<file path="config.mk">
export PLATFORM = sky130hd
export DESIGN_NAME = pc_sequencer
export DESIGN_NICKNAME = d
export VERILOG_FILES = /design/src/rtl/cpu_pkg.sv /design/src/rtl/ras_stack.sv /design/src/rtl/pc_sequencer.sv
export SDC_FILE = /design/constraint.sdc
export NUM_CORES = 1
export LEC_CHECK = 0
export CORE_MARGIN = 10
export CORE_UTILIZATION = 23
export CTS_BUF_LIST = sky130_fd_sc_hd__clkbuf_4
export DETAILED_ROUTE_END_ITERATION = 12
export GPL_ROUTABILITY_DRIVEN = 1
export PLACE_DENSITY = 0.43
export SLEW_MARGIN = 10
export SYNTH_ARGS = -nofsm -noshare
export SYNTH_HDL_FRONTEND = slang
export SYNTH_HIERARCHICAL = 1
export SYNTH_SLANG_ARGS = --single-unit
</file>
<file path="constraint.sdc">
create_clock -name clk -period 3.5 [get_ports clk]
set_clock_uncertainty 0.2 [all_clocks]
set_input_delay 1.05 -clock clk [delete_from_list [all_inputs] [get_ports clk]]
set_output_delay 1.05 -clock clk [all_outputs]
set_load 0.005 [all_outputs]
</file>
<file path="src/rtl/cpu_pkg.sv">
// Shared CPU constants and types for the fetch front end.
package cpu_pkg;

    localparam int unsigned XLEN              = 32;
    localparam logic [31:0] RESET_VECTOR      = 32'h0000_0000;
    localparam logic [31:0] INSTR_BYTES       = 32'd4;
    localparam int unsigned RAS_DEPTH_DEFAULT = 4;

    typedef enum logic [1:0] {
        SRC_SEQ,
        SRC_BRANCH,
        SRC_JUMP,
        SRC_RAS
    } pc_src_e;

endpackage

</file>
<file path="src/rtl/ras_stack.sv">
// Circular return-address stack: push overwrites the oldest entry when full.
module ras_stack #(
    parameter int unsigned WIDTH     = 32,
    parameter int unsigned RAS_DEPTH = 4
) (
    input  logic             clk,
    input  logic             rst_n,
    input  logic             push,
    input  logic             pop,
    input  logic [WIDTH-1:0] push_data,
    output logic [WIDTH-1:0] top,
    output logic             empty,
    output logic             full
);

    localparam int unsigned PTR_W = $clog2(RAS_DEPTH);
    localparam int unsigned CNT_W = PTR_W + 1;
    localparam logic [CNT_W-1:0] DEPTH_CNT = CNT_W'(RAS_DEPTH);

    logic [WIDTH-1:0] mem [RAS_DEPTH];
    logic [PTR_W-1:0] wr_ptr;
    logic [PTR_W-1:0] top_ptr;
    logic [CNT_W-1:0] count;

    assign top_ptr = wr_ptr - PTR_W'(1);
    assign top     = mem[top_ptr];
    assign empty   = (count == '0);
    assign full    = (count == DEPTH_CNT);

    // Pointer wraps naturally since RAS_DEPTH is a power of two; count saturates.
    always_ff @(posedge clk or negedge rst_n) begin
        if (!rst_n) begin
            wr_ptr <= '0;
            count  <= '0;
        end else if (push) begin
            wr_ptr <= wr_ptr + PTR_W'(1);
            if (!full)
                count <= count + CNT_W'(1);
        end else if (pop && !empty) begin
            wr_ptr <= top_ptr;
            count  <= count - CNT_W'(1);
        end
    end

    always_ff @(posedge clk) begin
        if (push)
            mem[wr_ptr] <= push_data;
    end

endmodule

</file>
<file path="src/rtl/pc_sequencer.sv">
// PC register and next-PC selection (sequential, branch, jump/call, return).
module pc_sequencer
    import cpu_pkg::*;
#(
    parameter int unsigned       WIDTH     = XLEN,
    parameter logic [WIDTH-1:0]  RESET_PC  = WIDTH'(RESET_VECTOR),
    parameter int unsigned       RAS_DEPTH = RAS_DEPTH_DEFAULT
) (
    input  logic             clk,
    input  logic             rst_n,
    input  logic             stall,
    input  logic [WIDTH-1:0] seq_pc,
    input  logic             branch_taken,
    input  logic [WIDTH-1:0] branch_target,
    input  logic             jump,
    input  logic             call,
    input  logic [WIDTH-1:0] jump_target,
    input  logic             ret,
    output logic [WIDTH-1:0] pc,
    output logic             pc_valid,
    output logic             ras_empty,
    output logic             ras_full,
    output logic             ras_overflow,
    output logic             ras_underflow
);

    logic             active;
    logic             push;
    logic             pop;
    logic             set_ovf;
    logic             set_unf;
    logic [WIDTH-1:0] ras_top;
    logic [WIDTH-1:0] next_pc;
    pc_src_e          src;

    // The first edge after reset only raises pc_valid; controls are ignored.
    assign active = pc_valid & ~stall;

    ras_stack #(
        .WIDTH     (WIDTH),
        .RAS_DEPTH (RAS_DEPTH)
    ) u_ras (
        .clk       (clk),
        .rst_n     (rst_n),
        .push      (push),
        .pop       (pop),
        .push_data (seq_pc),
        .top       (ras_top),
        .empty     (ras_empty),
        .full      (ras_full)
    );

    always_comb begin
        src     = SRC_SEQ;
        push    = 1'b0;
        pop     = 1'b0;
        set_ovf = 1'b0;
        set_unf = 1'b0;
        if (call) begin
            src     = SRC_JUMP;
            push    = active;
            set_ovf = active & ras_full;
        end else if (jump) begin
            src = SRC_JUMP;
        end else if (ret) begin
            if (!ras_empty) begin
                src = SRC_RAS;
                pop = active;
            end else begin
                set_unf = active;
            end
        end else if (branch_taken) begin
            src = SRC_BRANCH;
        end
        case (src)
            SRC_BRANCH: next_pc = branch_target;
            SRC_JUMP:   next_pc = jump_target;
            SRC_RAS:    next_pc = ras_top;
            default:    next_pc = seq_pc;
        endcase
    end

    always_ff @(posedge clk or negedge rst_n) begin
        if (!rst_n) begin
            pc            <= RESET_PC;
            pc_valid      <= 1'b0;
            ras_overflow  <= 1'b0;
            ras_underflow <= 1'b0;
        end else begin
            pc_valid <= 1'b1;
            if (active) begin
                pc            <= next_pc;
                ras_overflow  <= ras_overflow | set_ovf;
                ras_underflow <= ras_underflow | set_unf;
            end
        end
    end

endmodule
</file>
==> results of run 1 <==
## synthesized netlist by cell type, drive strengths merged
cell / instances
o31a: 1
a21oi: 1
mux2: 1
a31oi: 32
and2: 5
inv: 4
nor2: 5
mux2i: 1
a41o: 1
o21ai: 4
and2b: 1
nor4b: 1
clkbuf: 17
or3b: 31
buf: 35
nor3: 1
ha: 4
mux4: 32
o311a: 1
or2: 2
a221oi: 2
nand2: 32
o21a: 2
nand2b: 2
edfxtp: 128
xnor2: 1
conb: 1
a21o: 1
a22oi: 62
nor3b: 3
a31o: 1
nor2b: 3
dfrtp: 40
fa: 1
o41ai: 32
o211ai: 2
## cells in the final DEF, fill, tap and decap left out, types with 3 or more instances in the layout
master             n
and2_2             4
o41ai_1           14
buf_4             24
nand2_1           32
clkdlybuf4s50_1  137
or3b_2            16
or3b_1            15
clkinv_4           3
nor3b_1            3
o41ai_2           18
clkbuf_4          18
o21ai_0            4
nor2_1             3
mux4_1             4
a22oi_1           62
inv_8              4
ha_1               3
edfxtp_1         128
mux4_2            28
bufinv_16          3
inv_1              4
a31oi_1           32
dfrtp_1           38
buf_12             6
## registers in the layout, indices dropped and copies added (netlist names)
signal	cells
u_ras/mem	128
pc	32
u_ras/count	3
u_ras/wr_ptr	2
pc_valid	1
ras_overflow	1
ras_underflow	1
## critical path: stages, from the launching register on
cell and delay, ns:
dfrtp_2 0.50, or2_2 0.34, nor2_2 0.18, clkdlybuf4s50_1 0.54
## through the flow
| step | instances | hold slack (ns) |
|---|---|---|
| floorplan | 493 | 0.251 |
| global placement | 1058 | 0.311 |
| detailed placement | 1058 | 0.310 |
| CTS | 1090 | 0.287 |
| global route | 1091 | 0.297 |
| finish | 1092 | 0.308 |
## logic make-up (layout without fill, tap and decap cells)
family,count (synthesis),count (layout),synth area share (%)
flops,168,168,62.4
xor+xnor,1,1,0.113
other cells,1,3,0.0483
buf+inv,56,205,4.29
simple gates,86,86,7.03
compound gates,142,142,15.4
mux,34,34,9.75
fa+ha+maj,5,5,0.903
## final cells by class
class                      instances  area [um^2]  area share (%)
antenna                            2         5.00          0.0498
clock buffer                      18          135            1.34
sequential                       168         4850            48.2
clock inverter                    14          188            1.87
multi-input combinational        269         2620            26.1
inverter                           4         15.0           0.149
tap                              448          561            5.57
timing repair buffer             169         1680            16.7
## power breakdown
part	total, mW	switching, mW	leakage, nW	internal [mW]
sequential	2.44	0.111	1.64	2.33
combinational	1.81	0.907	1.59	0.902
clock	1.27	0.742	0.176	0.528
## routing by layer
layer | global-route usage (%) | up-vias
li1 | - | 2304
met1 | 14.7 | 2713
met2 | 19.4 | 161
met3 | 3.36 | 23
met4 | 2.40 | 2
met5 | 0 | -
## worst max path at each step
stage / startpoint / to / slack (ns) / cells past startpoint
5_1_grt: u_ras/count[0]$_DFFE_PN0P_ / ras_empty / 0.03 / 3
2_1_floorplan: stall / u_ras/mem[0][0]$_DFFE_PP_ / 0.35 / 5
6_report: u_ras/count[0]$_DFFE_PN0P_ / ras_empty / 0.14 / 3
3_5_place_dp: stall / u_ras/count[1]$_DFFE_PN0P_ / 0.26 / 8
3_3_place_gp: stall / u_ras/count[1]$_DFFE_PN0P_ / 0.31 / 8
4_1_cts: u_ras/count[0]$_DFFE_PN0P_ / ras_empty / 0.04 / 3
## timing repair
action,CTS,global route
gates cloned,0,0
resized for setup,1,1
setup endpoints to repair,1,1
==> impl_metrics.py, run 1 <==
metrics = {
    "timing": {
        "worstMarginPinSlew_ns": 1.03,
        "fin_crit_sh_pct": 95.9,
        "fin_ws_ns": 0.145,
        "period_needed_ns": 3.36,
        "setup_viol_count_final": 0,
        "max_freq_ghz": 0.298,
        "rsz0062_at_grt": "no",
        "tns_ns": 0,
        "hold_viol": 0,
        "report.final.slew_viol_count": 0,
        "relSlewSlack_pct": 31.1,
    },
    "worst_setup_path": {
        "critPathArrivalTime_ns": 2.11,
        "critical_path_class": "reg -> out",
        "r2r_cells": 7,
        "end_kind": "output port",
        "r2r-end": "pc[19]$_DFFE_PN0N_",
        "cp-start-kind": "flop",
        "crit_required_ns": 2.25,
        "timing.rr.start": "u_ras/count[0]$_DFFE_PN0P_",
        "r2r_slack_ns": 0.86,
        "worst-path-max-fanout": 9,
    },
    "cts": {
        "cts_tree": "yes",
        "clock_latency_ns": 0.56,
        "cts_hold_buf": 0,
        "clockRootBuffer": "clkbuf_4",
        "cts.sinks": 168,
        "clockBufferDepth": 2,
        "cts_buffers": 17,
        "cts_setup_buffers": 0,
        "h-tree-depth": 4,
        "path_clk_slew_ns": 0.16,
    },
    "flow_run": {
        "maxCapViolCount": 0,
    },
    "floorplan": {
        "dieHeight_um": 204,
        "die_area_um2": 41500,
        "pin_count": 140,
        "rows": 67,
        "start_util_pct": 23.2,
        "dieWidth_um": 204,
        "core_um2": 33400,
    },
    "pwr": {
        "ir_drop_mv": 0.360,
        "p_total_mw": 5.52,
        "p_leak_nw": 3.40,
        "power_density_nw_per_um2": 549,
    },
    "routing": {
        "vias": 5203,
        "wl_mm": 24.2,
        "topRoutingLayerUsed": "met5",
        "dr_wl_met2_mm": 11.9,
        "first_pass_iters": 5,
        "wl_met1_mm": 10.8,
        "wl_met3_mm": 1.37,
        "viasPerCell": 4.76,
        "drtIter0Drc": 343,
        "drc": 0,
        "post_drt_wl_per_cell_um": 22.2,
        "antenna_left": 0,
    },
    "global_route": {
        "grt_usage_pct": 11.7,
        "grt_pass1_wl_mm": 36.3,
        "antenna_found_initial": 3,
        "grt_pass1_vias": 5554,
        "grt_max_degree": 65,
        "grt_overflow": 0,
    },
    "synthesis": {
        "syn_area_per_cell_um2": 15.7,
        "synth_top_area_share_pct": 49.5,
        "yosys.area.top_type": "edfxtp_1",
        "yosys_register_bits": 168,
        "ys_seq_area_share_pct": 62.4,
        "yosys.cell_types.count": 45,
        "syn-num-nets": 601,
        "yosys_warnings": 6,
        "postSynthCellCount": 493,
        "syn_area_um2": 7760,
        "synth_area_leaders": "edfxtp_1, dfrtp_1, mux4_2",
    },
    "layout": {
        "layout.nets": 737,
        "filler_cell_count": 3346,
        "area_growth_syn_to_layout_pct": 29.6,
        "fin_area_um2": 10100,
        "fin_util_pct": 30.1,
        "drive_above_1_share_pct": 22.4,
    },
    "placed_design": {
        "gp_congestion": 0.723,
        "preCtsSetupSlack_ns": 0.259,
        "post_dp_cell_area_um2": 9720,
        "place_hpwl_mm": 16.6,
        "portBuffers": 139,
    },
    "run_status": {
        "status": "finished, final reports clean",
    },
    "worst_hold_path": {
        "hold_path_class": "in -> async",
    },
}
(Power assumes the default switching activity.)
==> run 2, diff against run 1 <==
--- a/config.mk
+++ b/config.mk
@@ -5,12 +5,14 @@
 export SDC_FILE = /design/constraint.sdc
 export NUM_CORES = 1
 export LEC_CHECK = 0
+export ABC_CLOCK_PERIOD_IN_PS = 3500
 export CORE_MARGIN = 10
 export CORE_UTILIZATION = 23
 export CTS_BUF_LIST = sky130_fd_sc_hd__clkbuf_4
 export DETAILED_ROUTE_END_ITERATION = 12
 export GPL_ROUTABILITY_DRIVEN = 1
 export PLACE_DENSITY = 0.43
+export SKIP_CTS_REPAIR_TIMING = 1
 export SLEW_MARGIN = 10
 export SYNTH_ARGS = -nofsm -noshare
 export SYNTH_HDL_FRONTEND = slang
==> results of run 2 <==
Same layout as run 1: the final DEF is identical, and so are final timing and power.
==> run 3, diff against run 2 <==
--- a/config.mk
+++ b/config.mk
@@ -10,7 +10,7 @@
 export CORE_UTILIZATION = 23
 export CTS_BUF_LIST = sky130_fd_sc_hd__clkbuf_4
 export DETAILED_ROUTE_END_ITERATION = 12
-export GPL_ROUTABILITY_DRIVEN = 1
+export GPL_ROUTABILITY_DRIVEN = 0
 export PLACE_DENSITY = 0.43
 export SKIP_CTS_REPAIR_TIMING = 1
 export SLEW_MARGIN = 10
==> results of run 3 <==
Same layout as run 1: the final DEF is identical, and so are final timing and power.
